**src/rtl/fechadura_multiusuario.sv**
```systemverilog
// Multi-user keypad lock: N password slots, escalating lockout,
// auto-relock, door-open alarm and a valid/ready slot write port.
//
// Ports:
//   clk, rst (async, active-low)
//   digit_valid/digit_value   keypad stream (0-9, A='*' clear, B='#' enter)
//   sensor_contato            1 = door closed
//   botao_interno             inside release button (rising edge acts)
//   prog_valid/prog_ready     slot write handshake
//   prog_user/senha/ativo     slot index, BCD password, enable bit
//   teclado_en, tranca, bip   keypad enable, bolt, buzzer
//   user_id, user_id_valid    slot that last opened the lock
//   bloqueado                 lockout active
//   tentativas_rest           remaining attempts
//   n_digitos                 digits buffered
module fechadura_multiusuario #(
  parameter int N_USERS = 4,
  parameter int DIGITS = 4,
  parameter int MAX_TRIES = 3,
  parameter int CYC_SEG = 50_000_000,
  parameter int LOCKOUT_S = 30,
  parameter int RELOCK_S = 5,
  parameter int ALARM_S = 10,
  parameter int BIP_LEN = 5_000_000,
  parameter logic [31:0] SENHA_PADRAO = 32'h0000_1234,
  localparam int UW = (N_USERS > 1) ? $clog2(N_USERS) : 1,
  localparam int PW = 4 * DIGITS,
  localparam int TW = $clog2(MAX_TRIES + 1),
  localparam int NW = $clog2(DIGITS + 1)
) (
  input  logic          clk,
  input  logic          rst,
  input  logic          digit_valid,
  input  logic [3:0]    digit_value,
  input  logic          sensor_contato,
  input  logic          botao_interno,
  input  logic          prog_valid,
  output logic          prog_ready,
  input  logic [UW-1:0] prog_user,
  input  logic [PW-1:0] prog_senha,
  input  logic          prog_ativo,
  output logic          teclado_en,
  output logic          tranca,
  output logic          bip,
  output logic [UW-1:0] user_id,
  output logic          user_id_valid,
  output logic          bloqueado,
  output logic [TW-1:0] tentativas_rest,
  output logic [NW-1:0] n_digitos
);

  typedef enum logic [2:0] {
    TRAVADO, VERIFICA, DESTRAVADO, PORTA_ABERTA, BLOQUEIO
  } state_t;

  state_t state, state_n;

  logic [PW-1:0] senha [N_USERS];
  logic [N_USERS-1:0] ativo;
  logic [PW-1:0] dbuf;
  logic [UW-1:0] vidx, hit_id;
  logic found;
  logic [31:0] presc, secs, beep_cnt;
  logic [3:0] mult;
  logic alarm;
  logic btn_s, btn_d;

  logic key_ok, is_num, is_clr, is_ent;
  logic rise, tick, full, cur_hit, last;
  logic lock_end, ok, fail, lock_exit, wr;

  assign key_ok = digit_valid && state == TRAVADO;
  assign is_num = key_ok && digit_value <= 4'd9;
  assign is_clr = key_ok && digit_value == 4'hA;
  assign is_ent = key_ok && digit_value == 4'hB;
  // Input is synchronised once, then edge-detected.
  assign rise = btn_s && !btn_d;
  assign tick = presc == 32'(CYC_SEG - 1);
  assign full = n_digitos == NW'(DIGITS);
  assign cur_hit = ativo[vidx] && senha[vidx] == dbuf && full;
  assign last = vidx == UW'(N_USERS - 1);
  assign lock_end = tick &&
    secs == 32'(LOCKOUT_S) * {28'd0, mult} - 32'd1;
  assign wr = prog_valid && prog_ready;

  assign prog_ready = state != VERIFICA;
  assign teclado_en = state == TRAVADO;
  assign bloqueado = state == BLOQUEIO;
  assign tranca = !(state == DESTRAVADO || state == PORTA_ABERTA);
  assign bip = beep_cnt != 0 ||
    (!sensor_contato && (state == TRAVADO || state == BLOQUEIO)) ||
    (state == PORTA_ABERTA && alarm);

  always_comb begin
    state_n = state;
    ok = 1'b0;
    fail = 1'b0;
    lock_exit = 1'b0;
    unique case (state)
      TRAVADO: begin
        if (rise) state_n = DESTRAVADO;
        else if (is_ent) state_n = VERIFICA;
      end
      VERIFICA: begin
        if (last) begin
          if (found || cur_hit) begin
            ok = 1'b1;
            state_n = DESTRAVADO;
          end else begin
            fail = 1'b1;
            state_n = (tentativas_rest == TW'(1)) ? BLOQUEIO : TRAVADO;
          end
        end
      end
      DESTRAVADO: begin
        if (!sensor_contato) state_n = PORTA_ABERTA;
        else if (tick && secs == 32'(RELOCK_S - 1)) state_n = TRAVADO;
      end
      PORTA_ABERTA: begin
        if (sensor_contato) state_n = TRAVADO;
      end
      BLOQUEIO: begin
        if (rise) state_n = DESTRAVADO;
        else if (lock_end) begin
          lock_exit = 1'b1;
          state_n = TRAVADO;
        end
      end
      default: state_n = TRAVADO;
    endcase
  end

  always_ff @(posedge clk or negedge rst) begin
    if (!rst) begin
      state <= TRAVADO;
      for (int i = 0; i < N_USERS; i++) senha[i] <= '0;
      senha[0] <= SENHA_PADRAO[PW-1:0];
      ativo <= '0;
      ativo[0] <= 1'b1;
      dbuf <= '0;
      n_digitos <= '0;
      vidx <= '0;
      hit_id <= '0;
      found <= 1'b0;
      presc <= '0;
      secs <= '0;
      beep_cnt <= '0;
      mult <= 4'd1;
      alarm <= 1'b0;
      btn_s <= 1'b0;
      btn_d <= 1'b0;
      user_id <= '0;
      user_id_valid <= 1'b0;
      tentativas_rest <= TW'(MAX_TRIES);
    end else begin
      state <= state_n;
      btn_s <= botao_interno;
      btn_d <= btn_s;

      if (state_n != state) begin
        presc <= '0;
        secs <= '0;
      end else if (tick) begin
        presc <= '0;
        secs <= secs + 32'd1;
      end else begin
        presc <= presc + 32'd1;
      end

      if (state_n != state) alarm <= 1'b0;
      else if (state == PORTA_ABERTA && tick &&
               secs == 32'(ALARM_S - 1)) alarm <= 1'b1;

      if (fail) beep_cnt <= 32'(BIP_LEN);
      else if (beep_cnt != 0) beep_cnt <= beep_cnt - 32'd1;

      if ((state == VERIFICA && last) || is_clr) begin
        dbuf <= '0;
        n_digitos <= '0;
      end else if (is_num) begin
        dbuf <= {dbuf[PW-5:0], digit_value};
        if (!full) n_digitos <= n_digitos + NW'(1);
      end

      if (state_n == VERIFICA && state != VERIFICA) begin
        vidx <= '0;
        found <= 1'b0;
      end else if (state == VERIFICA) begin
        if (cur_hit && !found) begin
          found <= 1'b1;
          hit_id <= vidx;
        end
        if (!last) vidx <= vidx + UW'(1);
      end

      if (ok) begin
        user_id <= found ? hit_id : vidx;
        user_id_valid <= 1'b1;
        tentativas_rest <= TW'(MAX_TRIES);
        mult <= 4'd1;
      end

      if (fail) begin
        if (tentativas_rest == TW'(1))
          tentativas_rest <= TW'(MAX_TRIES);
        else
          tentativas_rest <= tentativas_rest - TW'(1);
      end

      // Button exits leave the multiplier untouched.
      if (state_n == DESTRAVADO && state != VERIFICA &&
          state != DESTRAVADO)
        user_id_valid <= 1'b0;

      if (lock_exit) mult <= (mult == 4'd8) ? 4'd8 : mult << 1;

      if (wr && int'(prog_user) < N_USERS) begin
        senha[prog_user] <= prog_senha;
        ativo[prog_user] <= prog_ativo;
      end
    end
  end

endmodule

```
**config.mk**
```make
export PLATFORM = sky130hd
export DESIGN_NAME = fechadura_multiusuario
export DESIGN_NICKNAME = d
export VERILOG_FILES = /design/src/rtl/fechadura_multiusuario.sv
export SDC_FILE = /design/constraint.sdc
export NUM_CORES = 1
export LEC_CHECK = 0
export ABC_CLOCK_PERIOD_IN_PS = 4900
export BUFFER_PORTS_ARGS = -buffer_cell sky130_fd_sc_hd__buf_2
export CAP_MARGIN = 40
export CELL_PAD_IN_SITES_DETAIL_PLACEMENT = 0
export CELL_PAD_IN_SITES_GLOBAL_PLACEMENT = 1
export CORE_MARGIN = 2
export CORE_UTILIZATION = 50
export DETAILED_ROUTE_END_ITERATION = 10
export PLACE_DENSITY_LB_ADDON = 0.1
export SLEW_MARGIN = 20
export SYNTH_ARGS = -nofsm -noshare
export SYNTH_HDL_FRONTEND = slang
export SYNTH_SLANG_ARGS = --single-unit
```
**constraint.sdc**
```tcl
create_clock -name clk -period 4.9 [get_ports clk]
set_input_delay 0 -clock clk [delete_from_list [all_inputs] [get_ports clk]]
set_output_delay 0 -clock clk [all_outputs]
set_load 0.01 [all_outputs]
```
==> metrics list, run 1 <==
- The number of failing hold endpoints at the final stage is 0.
* Dominant cell type by area after synthesis: sky130_fd_sc_hd__dfrtp_1
- Slew Limit Headroom: 45.7%
* Worst supply voltage drop on vdd: 0.444 mV
- Detailed routing inserted a total of 7,594 vias.
- Setup TNS after final layout: 0 ps
- HPWL after DPL: ~16,000 um
* Pre-CTS setup slack: 517 ps
- Total wire length: around 23,000 um
* First DRT Iteration DRCs: about 420
* Number of distinct library cells after synthesis: 67
- At the later pin of the worst-skew pair, clock insertion delay measures 510 ps.
* Min setup slack post-route: 556 ps
- Post-synthesis instance area: 11,100 um2
- The most used flip-flop cell after synthesis is sky130_fd_sc_hd__dfrtp_1.
* Layout area overhead: 13.3%
- Of all flip-flops after synthesis, the portion carrying an async set or reset was 100%.
- Cells fill 57.6% of the core in the end.
* Hold path cells: 4
- R2R Setup Slk: around 560 ps
- Once the clock tree was built, the resizer swapped 0 gates to a different size.
- TritonCTS built the clock tree.
* Measured slew at the worst slew-check pin: 811 ps
- Once the floorplan was initialized, standard cells occupied 50.8% of the core.
- The worst register-to-register path ends at presc[20].
- Post-layout net count: 1,132
- The first global-routing pass estimated between 30,000 and 40,000 um of wire.
- The smallest clock period supported by the final layout is computed as 4340 ps.
- Cell Int Power: 0.00405 W
- EDFF count, synth: 0
* Synthesized net count: 1,062
- The die is 153 um tall.
- Summed over all cells, the static leakage comes to ~5.3 nW.
- Buf+Inv Stages, Crit Path: 2
- Final weighted congestion in routability-driven placement: 0.790
* Yosys warns: 0
- Count of cells along the worst register-to-register path: 13
- Dividing the detail-routed via count by the number of cells gives about 5.5.
- Hold timing on the final database bottoms out at a slack of 27.0 ps.
- The startpoint identified for the worst hold timing path is sensor_contato.
- Max-cap violations: 0
- Largest stage delay on the critical path: 560 ps
* Fraction of post-synthesis cell area in the top cell type by area: 43.8%
- Die width: around 150 um
- During I/O placement, the number of pins put on the boundary was 42.
- In this run the clock root is driven by a sky130_fd_sc_hd__clkbuf_16.
- STA classifies the critical path endpoint as a flop.
* Total congestion overflow after global routing: 0
* Worst setup path class: flop to flop
- For this run, the detailed router's first-pass iteration total came to 5.
- The initial antenna violation count is 0.
- Highest achievable clock rate: 230 MHz
- End of the worst hold path: state[1]
- In the post-synthesis netlist, the cell with the most instances is sky130_fd_sc_hd__dfrtp_1.
- The clock net in this run drives a total of 203 sinks.
- The floorplan step defined a die boundary enclosing 23,400 um2.
* CTS Buffer Depth: 3
- In this run the number of H-tree levels came out at 1.
- The tightest min-delay check is of the primary input to flop type.
* Max Slew Vio Count: 0
- The clock network accounts for 27.9% of the total power.
- Dividing the detail-routed wire length by the instance count gives roughly 17 um.
* Count of mapped cells out of synthesis: 1,007
* Pwr dens: 496 nW/um2
* Fraction of power consumed by combinational cells: between 30% and 40%
- Reg2reg start: mult[1]
- The number of clock buffers added by TritonCTS is 25.
- In this run switching power makes up 34.9% of total power.
* Std-Cell Rows: 54
- Final number of setup-violating endpoints: 0
- Across every metal layer, demand over resource in global routing totals a little over 20%.
- Critical path's top delay family: adder cells
- The clock arrives with between 10 and 15 ps of skew.
* Clock transition at the registers of the reported paths: approximately 60 ps
* Share of final-layout standard cells stronger than drive strength 1: 22.8%
- In the post-synthesis netlist, the biggest area contributors are sky130_fd_sc_hd__dfrtp_1 (44%), sky130_fd_sc_hd__mux2_2 (7.2%), sky130_fd_sc_hd__xnor2_1 (5.0%).
- Sequential elements use 45.9% of the synthesized area.
- The detail route stage leaves a number of antenna-violating nets equal to 0.
- Commonest cells in the synthesized netlist: sky130_fd_sc_hd__dfrtp_1 (194), sky130_fd_sc_hd__nand2_1 (91), sky130_fd_sc_hd__mux2_2 (71), sky130_fd_sc_hd__nor2_1 (71), sky130_fd_sc_hd__xnor2_1 (63)
- Number of design rule violations left after detail routing: 0
- The signal on the critical path passes through fa_1 -> fa_1 -> inv_1 -> fa_1 -> nand2b_1 -> a21oi_1 -> o21ai_0 -> a2111oi_2 -> mux2_1 -> nand4_2 -> a22oi_2 -> buf_12 -> nor4_1.
* Outcome: complete, no violations
- Required arrival time at the worst endpoint: 5300 ps
- Maximum fanout encountered on the critical timing path: 65
* Vias in the first global route: 7,684
- Counting flops and latches in the post-synthesis netlist gives 203.
- # diodes: 0
- Port buffering added 41 buffers.
* Sw Pwr: 0.00217 W
- Setup repair after global routing left no endpoint under its margin.
- The floorplan step defined a core boundary enclosing 21,800 um2.
- STA puts the critical path data arrival time at 4740 ps.
- On the critical path, the stage with the largest delay is an instance of sky130_fd_sc_hd__fa_1.
* Pin count of the biggest net entering global routing: 93
- Relative contribution of sequential cells to total power: approximately 40%
- Synthesized area per cell: approximately 11 um2
- The cell that appears most often on the critical path is sky130_fd_sc_hd__fa_1.
* Share of the clock period used by the worst path: 88.7%
* Worst setup SP type: flop
-- through the flow --
stage | power (W) | cells | area (um2)
3_3_place_gp | 0.00450 | 1299 | 11400
5_1_grt | 0.00662 | 1373 | 12600
4_1_cts | 0.00631 | 1370 | 12500
3_5_place_dp | 0.00453 | 1301 | 11500
2_1_floorplan | 0.00420 | 1007 | 11100
6_report | 0.00623 | 1373 | 12600
-- cell families (layout without fill, tap and decap cells) --
group | count (synthesis) | after routing | share of synthesized area (%)
and+or+nand+nor | 412 | 412 | 21.6
DFF | 203 | 203 | 45.9
xor gates and xnor gates | 120 | 120 | 9.73
muxes | 107 | 107 | 11.2
buffers and inverters | 71 | 157 | 4.05
AOI/OAI and AO/OA | 68 | 68 | 4.27
adders and majority gates | 26 | 26 | 3.21
-- sequential cells by signal, indices dropped and copies added (netlist names), 3 cells and up --
signal / count
ativo: 4
beep_cnt: 32
dbuf: 16
mult: 4
n_digitos: 3
presc: 32
secs: 32
senha: 64
state: 3
-- power by group through the flow --
stage	registers (W)	clock network, W	logic [W]
2_1_floorplan	0.00241	0	0.00178
3_5_place_dp	0.00253	0	0.00199
5_1_grt	0.00258	0.00184	0.00221
4_1_cts	0.00251	0.00178	0.00202
6_report	0.00251	0.00174	0.00199
3_3_place_gp	0.00252	0	0.00197
-- area by class of cell --
type | count | area, um2
tap | 280 | 350
multi-input combinational | 733 | 5560
clock buffer | 37 | 711
timing repair buffer | 85 | 684
inverter | 29 | 109
clock inverter | 6 | 58.8
fill | 1914 | 9260
sequential | 203 | 5090
-- worst max path at each step --
stage,start,to,cells after the start
3_3_place_gp,mult[1],presc[7],13
6_report,mult[1],presc[20],13
3_5_place_dp,mult[1],presc[14],13
2_1_floorplan,mult[1],alarm,14
5_1_grt,mult[1],presc[3],13
4_1_cts,mult[1],presc[3],13
-- per-layer routing --
layer	global-route usage [%]	wire, um
met4	4.54	515
met3	2.47	706
met5	0	0
met2	31.9	10500
met1	30.6	11600
-- worst register-to-register path, stage by stage (launching register included) --
cell and delay (ps):
sky130_fd_sc_hd__dfrtp_1 460, sky130_fd_sc_hd__fa_1 550, sky130_fd_sc_hd__fa_1 560, sky130_fd_sc_hd__inv_1 70
sky130_fd_sc_hd__fa_1 450, sky130_fd_sc_hd__nand2b_1 160, sky130_fd_sc_hd__a21oi_1 210, sky130_fd_sc_hd__o21ai_0 180
sky130_fd_sc_hd__a2111oi_2 360, sky130_fd_sc_hd__mux2_1 380, sky130_fd_sc_hd__nand4_2 120, sky130_fd_sc_hd__a22oi_2 110
sky130_fd_sc_hd__buf_12 230, sky130_fd_sc_hd__nor4_1 390
-- what timing repair did --
item	in CTS	in global routing
endpoints found under the setup margin	0	0
endpoints found under the hold margin	164	16
setup buffers	0	0
hold buffers	26	1
-- cells in the final DEF, fill, tap and decap left out, types with 6 or more instances in the layout --
cell,synthesis,layout
sky130_fd_sc_hd__dfrtp_1,194,194
sky130_fd_sc_hd__nand2_1,91,91
sky130_fd_sc_hd__nor2_1,71,71
sky130_fd_sc_hd__mux2_2,71,71
sky130_fd_sc_hd__xnor2_1,63,63
sky130_fd_sc_hd__xor2_1,55,55
sky130_fd_sc_hd__nor3_2,51,52
sky130_fd_sc_hd__buf_2,8,40
sky130_fd_sc_hd__nand3_1,33,33
sky130_fd_sc_hd__nor4_1,33,32
sky130_fd_sc_hd__inv_1,29,29
sky130_fd_sc_hd__mux2i_1,28,28
sky130_fd_sc_hd__dlygate4sd3_1,0,27
sky130_fd_sc_hd__nor3_1,27,26
sky130_fd_sc_hd__a21oi_1,26,26
sky130_fd_sc_hd__clkbuf_16,0,25
sky130_fd_sc_hd__ha_1,22,22
sky130_fd_sc_hd__nand4_1,21,21
sky130_fd_sc_hd__and3_1,13,13
sky130_fd_sc_hd__nand2b_1,11,11
sky130_fd_sc_hd__buf_4,4,11
sky130_fd_sc_hd__o21ai_0,9,9
sky130_fd_sc_hd__or3_1,9,9
sky130_fd_sc_hd__dfstp_2,9,9
sky130_fd_sc_hd__nor2b_1,8,8
sky130_fd_sc_hd__or4_1,8,8
sky130_fd_sc_hd__clkbuf_1,16,8
sky130_fd_sc_hd__mux4_2,6,6
Note: power is estimated with default switching activity, not from simulation.
==> run 2, diff against run 1 <==
==> constraint.sdc (replaced) <==
create_clock -name clk -period 4.9 [get_ports clk]
set_input_delay 0.245 -clock clk [delete_from_list [all_inputs] [get_ports clk]]
set_output_delay 0.245 -clock clk [all_outputs]
set_load 0.01 [all_outputs]
==> run 2 against run 1 <==
Core utilization shrank 0.41 points. Final area down 0.72%. Sequential power about the same. Non-clock buffer count is 8 lower. Via count is 0.95% lower. Combinational power increased by 4%. Routed wire length up 0.76%. Die area unchanged. Critical path type unchanged. Critical endpoint is now presc[3]. First-iteration DRC count grew 2.6%. Critical path depth stayed put.
==> metrics list, run 2 (same netlist as run 1, synthesis figures left out) <==
- The global-route wire length before repair came to 39,200 um (-1.4%).
- Filler cell count: 1,913 (-0.052%)
* Slew Limit Headroom: 49.8% (+4.1 points)
- Highest achievable clock rate: 224 MHz (-2.6%)
- The boundary pin count came to 42 (unchanged).
- Most common cell on crit path: sky130_fd_sc_hd__fa_1
* Critical-path cell list: fa_1 -> fa_1 -> inv_1 -> fa_1 -> nand2b_1 -> a21oi_1 -> o21ai_0 -> a2111oi_2 -> xnor3_1 -> nand4_2 -> a22oi_2 -> buf_12 -> nor4_1
- The number of nets with antenna violations after detailed routing is 0 (unchanged).
* # diodes: 0 (unchanged)
- Measured slew at the worst slew-check pin: 747 ps (-63.7 ps)
- Max Slew Vio Count: 0 (unchanged)
* Worst supply voltage drop on vdd: 0.255 mV (-42%)
- Routed via count divided by cell count: 5.51 (-0.44%)
- The post-route worst setup slack came to 442 ps (-114 ps).
* Initial antenna violation count: 1 (+1)
- The cell depth of the worst flop-to-flop path was 13 (unchanged).
* Required arrival time at the worst endpoint: 5280 ps (-20 ps)
- Std-Cell Rows: 54 (unchanged)
* Fin area: 12,500 um2 (-0.72%)
- The maximum root-to-sink buffer count is 3 (unchanged).
* Die extent in y: 153 um (unchanged)
- Critical path's slowest cell: sky130_fd_sc_hd__a22oi_2
* Tightest Hold Check Type: primary input to flop
* Total instance count after detailed placement: 1,306 (+0.38%)
* CTS Root Buffer Type: sky130_fd_sc_hd__clkbuf_16
- The HPWL after detailed placement came to 15,800 um (+0.50%).
* Final period demand of the worst path: 4460 ps (+114 ps)
* Final weighted congestion in routability-driven placement: 0.806 (+2.0%)
* Clock transition at the registers of the reported paths: 60 ps (about the same)
* Number of standard cells in the layout, taps in and fillers out: 1,366 (-0.51%)
- Crit. Startpoint: mult[1]
- Total count of hold-check failures in the final report: 0 (unchanged)
* Setup TNS after final layout: 0 ps (unchanged)
* Maximum fanout encountered on the critical timing path: 25 (-62%)
- The count of maximum capacitance violations was 0 (unchanged).
* Number of flip-flops under the largest register name: 64 (unchanged)
- Most common cell after layout, fill and taps aside: sky130_fd_sc_hd__dfrtp_1
* Reg2reg start: mult[1]
- The total number of nets in the final design is 1,123 (-0.80%).
* Pwr dens: 507 nW/um2 (+2.2%)
* Die Outline Area: 23,400 um2 (unchanged)
- The die extent in x was 153 um (unchanged).
* Number of buffers added for setup after CTS: 0 (unchanged)
* Sort of element at the end of the critical path: flop
* Pre-CTS setup slack: 398 ps (-119 ps)
- Data arrival at the endpoint of the critical path: 4830 ps (+90 ps)
- Core area: 21,800 um2 (unchanged)
- The number of optimization iterations in the first detailed-route pass was 4 (-1).
- Share of the clock period used by the worst path: 91.0% (+2.3 points)
* TritonCTS clock tree: yes
- The count of input and output buffers was 41 (unchanged).
- The TritonCTS buffer count came to 24 (-4.0%).
- Worst setup path class: flop to flop
- Total number of vias: 7,522 (-0.95%)
* Clk sink count: 203 (unchanged)
- Number of design rule violations left after detail routing: 0 (unchanged)
- Unrepaired setup endpoints after global routing: no
- Combined global-route utilization of all metal layers: 20.2% (-0.17 points)
- Total congestion overflow after global routing: 0 (unchanged)
- The maximum number of pins on one net before global-route repair is 109 (+17%).
- The fraction of final layout cells sized beyond drive strength 1 is 23.2% (+0.42 points).
- Worst setup SP type: flop
- The storage element area is 5090 um2 (unchanged).
- The clock network latency to the later pin of the worst-skew pair came to 520 ps (about the same).
- The count of H-tree levels built during CTS came to 1 (unchanged).
- The starting utilization of the core area came to 50.8% (unchanged).
- First DRT Iteration DRCs: 433 (+2.6%)
- The delay of the slowest cell on the worst path is 570 ps (about the same).
- senha holds more flip-flops than any other register.
* Total wire length: 23,400 um (+0.76%)
- Drt wl/cell: 17.2 um (+1.3%)
- The library cells used most frequently in the layout, excluding fill and tap cells, are sky130_fd_sc_hd__dfrtp_1 (194), sky130_fd_sc_hd__nand2_1 (91), sky130_fd_sc_hd__nor2_1 (71), sky130_fd_sc_hd__mux2_2 (71), sky130_fd_sc_hd__xnor2_1 (63).
- The area of the multi-input gates was 5560 um2 (unchanged).
- The final worst clock skew came to 15.2 ps (+3.22 ps).
- Standard cell area after detailed placement: 11,500 um2 (+0.44%)
* Leakage power figure: 5.27 nW (-0.64%)
- Layout area overhead: 12.5%
- Vias in the first global route: 7,346 (-4.4%)
- Endpoint of the most critical register-to-register path: presc[3]
- The slack of the worst reg-to-reg path came to 440 ps (-110 ps).
* Crit path to: presc[3]
* Final number of setup-violating endpoints: 0 (unchanged)
- Outcome: complete, no violations
[run 2: cell types whose count changed in the layout (fill, tap and decap cells not counted), moves of 2 or more]
| cell | delta |
|---|---|
| sky130_fd_sc_hd__buf_4 | +5 |
| sky130_fd_sc_hd__clkbuf_8 | +2 |
| sky130_fd_sc_hd__clkinv_2 | -2 |
| sky130_fd_sc_hd__buf_6 | -2 |
| sky130_fd_sc_hd__clkbuf_1 | +2 |
| sky130_fd_sc_hd__dlygate4sd3_1 | -12 |
[run 2: what timing repair did]
action	CTS	global route
hold endpoints to repair	121	0
endpoints found under the setup margin	0	0
hold buffers	15	0
resized for setup	0	0
[run 2: metrics by stage]
step	hold slack, ps	total power [W]	utilization (%)
6_report	16.6	0.00632	57.1
3_3_place_gp	360	0.00457	52.7
4_1_cts	0.643	0.00640	57.0
2_1_floorplan	-50.6	0.00420	-
5_1_grt	10.1	0.00671	57.1
3_5_place_dp	357	0.00462	52.8
[run 2: how the worst min path moves through the flow]
stage	startpoint	depth (start not counted)	slack (ps)	end
5_1_grt	prog_senha[4]	2	10	senha[4]
2_1_floorplan	rst	0	-50	alarm
3_5_place_dp	botao_interno	1	360	btn_s
3_3_place_gp	botao_interno	1	360	btn_s
6_report	prog_senha[15]	2	20	senha[63]
4_1_cts	prog_senha[15]	2	0.6	senha[63]
[run 2: layout make-up]
class                           instances  share of cell area [%]
Clock buffer                           40                    5.78
Clock inverter                          4                   0.451
Inverter                               29                   0.873
Multi-Input combinational cell        733                    44.6
Sequential cell                       203                    40.8
Tap cell                              280                    2.81
Timing Repair Buffer                   77                    4.71
[run 2: worst max-delay path: cells and delay by family (launching register included)]
family	cells	cell delay [ps]
and+or+nand+nor	3	390
buffers and inverters	2	360
DFF	1	460
AOI/OAI and AO/OA	4	1320
xor gates and xnor gates	1	210
adders and majority gates	3	1560
[run 2: per-layer routing]
layer	part of all wire (%)	global-route usage, %	wire [um]
met1	51	30.9	11900
met2	45	31.3	10600
met3	2.9	2.58	671
met4	1.0	3.70	246
met5	0.055	0	13
[run 2: power by group]
group	switching [W]	internal, W
sequential	0.000367	0.00215
clock	0.000685	0.00105
combinational	0.00115	0.000918
total	0.00220	0.00412
==> run 3, diff against run 2 <==
--- a/config.mk
+++ b/config.mk
@@ -11,7 +11,7 @@
 export CELL_PAD_IN_SITES_DETAIL_PLACEMENT = 0
 export CELL_PAD_IN_SITES_GLOBAL_PLACEMENT = 1
 export CORE_MARGIN = 2
-export CORE_UTILIZATION = 50
+export CORE_UTILIZATION = 47
 export DETAILED_ROUTE_END_ITERATION = 10
 export PLACE_DENSITY_LB_ADDON = 0.1
 export SLEW_MARGIN = 20
==> run 3 against run 2 <==
Hold slack improved by 5.2 ps. Final cell count increased by 2.5%. Fmax increased by 2.6%. Clock power increased by 11%. Critical path depth unchanged. Combinational power decreased by 4%. Global-route usage decreased by 0.30 points. Final area increased by 0.82%. Clock skew about the same.
==> metrics list, run 3 (same netlist as run 1, synthesis figures left out) <==
- The post-route total power was 0.00646 W (+2.2%).
* Total I/O pin count: 42 (unchanged)
* HPWL after DPL: 15,700 um (-0.22%)
* Die width: 158 um (+3.1%)
- The net switching fraction of the power was 34.2% (-0.65 points).
* Clk sink count: 203 (unchanged)
- Max-cap violations: 0 (unchanged)
- Die Outline Area: 24,800 um2 (+6.2%)
- Routed via count divided by cell count: 5.38 (-2.3%)
- The global-route wire length before repair came to 39,800 um (+1.4%).
- From synthesis to final layout, the design area changed by 13.4%.
- The overall global routing resource usage was 19.9% (-0.30 points).
- The clock-pin slew on the worst setup and hold paths was 60 ps (about the same).
- The area of the core is 23,300 um2 (+6.9%).
* Effective utilization at floorplan: 47.5% (-3.3 points)
- The setup TNS after final layout came to 0 ps (unchanged).
- Std-Cell Rows: 56 (+3.7%)
- The maximum root-to-sink buffer count was 3 (unchanged).
- The net switching power of the design was 0.00221 W (+0.33%).
* Data arrival at the endpoint of the critical path: 4710 ps (-120 ps)
- Initial antenna violation count: 0 (-1)
* Relative contribution of sequential cells to total power: 39.1% (-0.7 points)
- Fin area: 12,600 um2 (+0.82%)
- Number of nets still failing antenna checks after routing: 0 (unchanged)
* Pin count of the biggest net entering global routing: 81 (-26%)
- STA classifies the critical path startpoint as a flop.
* Reg with most FFs: senha
* Clk_lat worst skew: 520 ps (about the same)
- CTS Root Buffer Type: sky130_fd_sc_hd__clkbuf_16
- The total number of nets in the final design was 1,118 (-0.45%).
* Number of buffers added by the clock tree synthesis step: 24 (unchanged)
- Vias in the first global route: 7,449 (+1.4%)
- Max Slew Vio Count: 0 (unchanged)
* Total congestion overflow after global routing: 0 (unchanged)
- The number of DRC markers in iteration 0 came to 444 (+2.5%).
* Die extent in y: 158 um (+3.1%)
- Total number of vias: 7,529 (+0.093%)
* Fraction of power consumed by combinational cells: 30.9% (-1.9 points)
* Final weighted congestion in routability-driven placement: 0.746 (-7.5%)
- Setup repair after global routing left no endpoint under its margin.
- The count of H-tree levels built during CTS was 1 (unchanged).
- Final number of setup-violating endpoints: 0 (unchanged)
- The antenna diode instance count was 0 (unchanged).
- Measured slew at the worst slew-check pin: 832 ps (+85.2 ps)
* Share of the clock period used by the worst path: 88.7% (-2.3 points)
* Sort of element at the end of the critical path: flop
* Pwr dens: 514 nW/um2 (+1.4%)
* Total wire length: 23,800 um (+1.4%)
- The library cell used most frequently in the layout, excluding fill and tap cells, is sky130_fd_sc_hd__dfrtp_1.
- The flip-flop count of the largest register after layout came to 64 (unchanged).
* Clk_skew: 14.9 ps (-0.352 ps)
- Slew Limit Headroom: 44.5% (-5.3 points)
* TritonCTS clock tree: yes
- The data required time of the critical path is 5260 ps (-20 ps).
* Total count of hold-check failures in the final report: 0 (unchanged)
* Tightest hold margin: 21.7 ps (+5.15 ps)
- Outcome: complete, no violations
- Standard cell area after detailed placement: 11,600 um2 (+0.40%)
* Cell Int Power: 0.00425 W (+3.2%)
* Clock group share of total power: 30.1% (+2.6 points)
* Number of buffers added for setup after CTS: 0 (unchanged)
* Highest achievable clock rate: 230 MHz (+2.6%)
- The setup path with the least slack is of type flop to flop.
- The count of input and output buffers is 41 (unchanged).
- Maximum fanout encountered on the critical timing path: 65 (+160%)
* Tightest Hold Check Type: primary input to flop
- The number of hold buffers added after cts is 14 (-1).
- Worst supply voltage drop on vdd: 0.428 mV (+68%)
- The fraction of final layout cells sized beyond drive strength 1 is 23.4% (+0.20 points).
* Drt wl/cell: 17.0 um (-1.0%)
* Number of search-and-repair iterations in the first detailed-routing pass: 4 (unchanged)
- In the layout the commonest cells are sky130_fd_sc_hd__dfrtp_1 (194), sky130_fd_sc_hd__nand2_1 (91), sky130_fd_sc_hd__nor2_1 (71), sky130_fd_sc_hd__mux2_2 (71), sky130_fd_sc_hd__xnor2_1 (63).
- Number of design rule violations left after detail routing: 0 (unchanged)
- # resized after CTS: 0 (unchanged)
- Final period demand of the worst path: 4350 ps (-111 ps)
* Leakage power figure: 5.29 nW (+0.35%)
## run 3: changes by cell type in the layout (fill, tap and decap cells not counted), sizes merged
cell         previous run  this run
clkbuf                 41        34
bufinv                  1         5
buf                    61        57
clkinv                  3         4
dlygate4sd3            15        14
clkinvlp                0         2
## run 3: critical path: stages (launching register included)
cell,delay [ps]
sky130_fd_sc_hd__dfrtp_1,470
sky130_fd_sc_hd__fa_1,550
sky130_fd_sc_hd__fa_1,560
sky130_fd_sc_hd__inv_1,70
sky130_fd_sc_hd__fa_1,450
sky130_fd_sc_hd__nand2b_1,160
sky130_fd_sc_hd__a21oi_1,200
sky130_fd_sc_hd__o21ai_0,180
sky130_fd_sc_hd__a2111oi_2,360
sky130_fd_sc_hd__xnor3_1,210
sky130_fd_sc_hd__nand4_2,170
sky130_fd_sc_hd__a22oi_2,290
sky130_fd_sc_hd__buf_12,390
sky130_fd_sc_hd__nor4_1,110
## run 3: layout make-up
class,count,area (um2)
tap,319,399
inverter,29,109
timing repair buffer,72,547
multi-input combinational,733,5560
clock inverter,11,185
fill,2124,10800
clock buffer,33,686
sequential,203,5090
## run 3: metrics by stage
step                      setup slack, ps  util [%]  std cells
after floorplan                       978         -       1007
after global placement                601      49.4       1340
after detailed placement              556      49.6       1342
after CTS                             558      53.9       1400
after global routing                  199      53.9       1400
final                                 553      53.9       1400
## run 3: final timing paths
check / from / end / slack [ps] / cells past startpoint
min in group asynchronous: rst / mult[3] / 320 / 2
max in group asynchronous: rst / senha[50] / 3710 / 3
max reg2reg: mult[1] / presc[21] / 550 / 13
max: mult[1] / presc[21] / 550 / 13
min reg2reg: btn_s / btn_d / 390 / 0
min: prog_senha[11] / senha[43] / 20 / 2
## run 3: per-layer routing
| layer | up-vias | track usage, % | wire, um | share of wire (%) |
|---|---|---|---|---|
| met5 | - | 0 | 0 | 0 |
| met4 | 0 | 4.33 | 408 | 1.7 |
| met3 | 28 | 2.60 | 637 | 2.7 |
| met2 | 81 | 31.3 | 10700 | 45 |
| met1 | 3744 | 29.5 | 12000 | 51 |
| li1 | 3676 | - | - | - |
## run 3: power by group through the flow
stage	registers, W	logic [W]	clock network [W]
final	0.00253	0.00199	0.00194
after detailed placement	0.00255	0.00200	0
after floorplan	0.00241	0.00178	0
after CTS	0.00253	0.00202	0.00200
after global placement	0.00254	0.00198	0
after global routing	0.00259	0.00220	0.00207
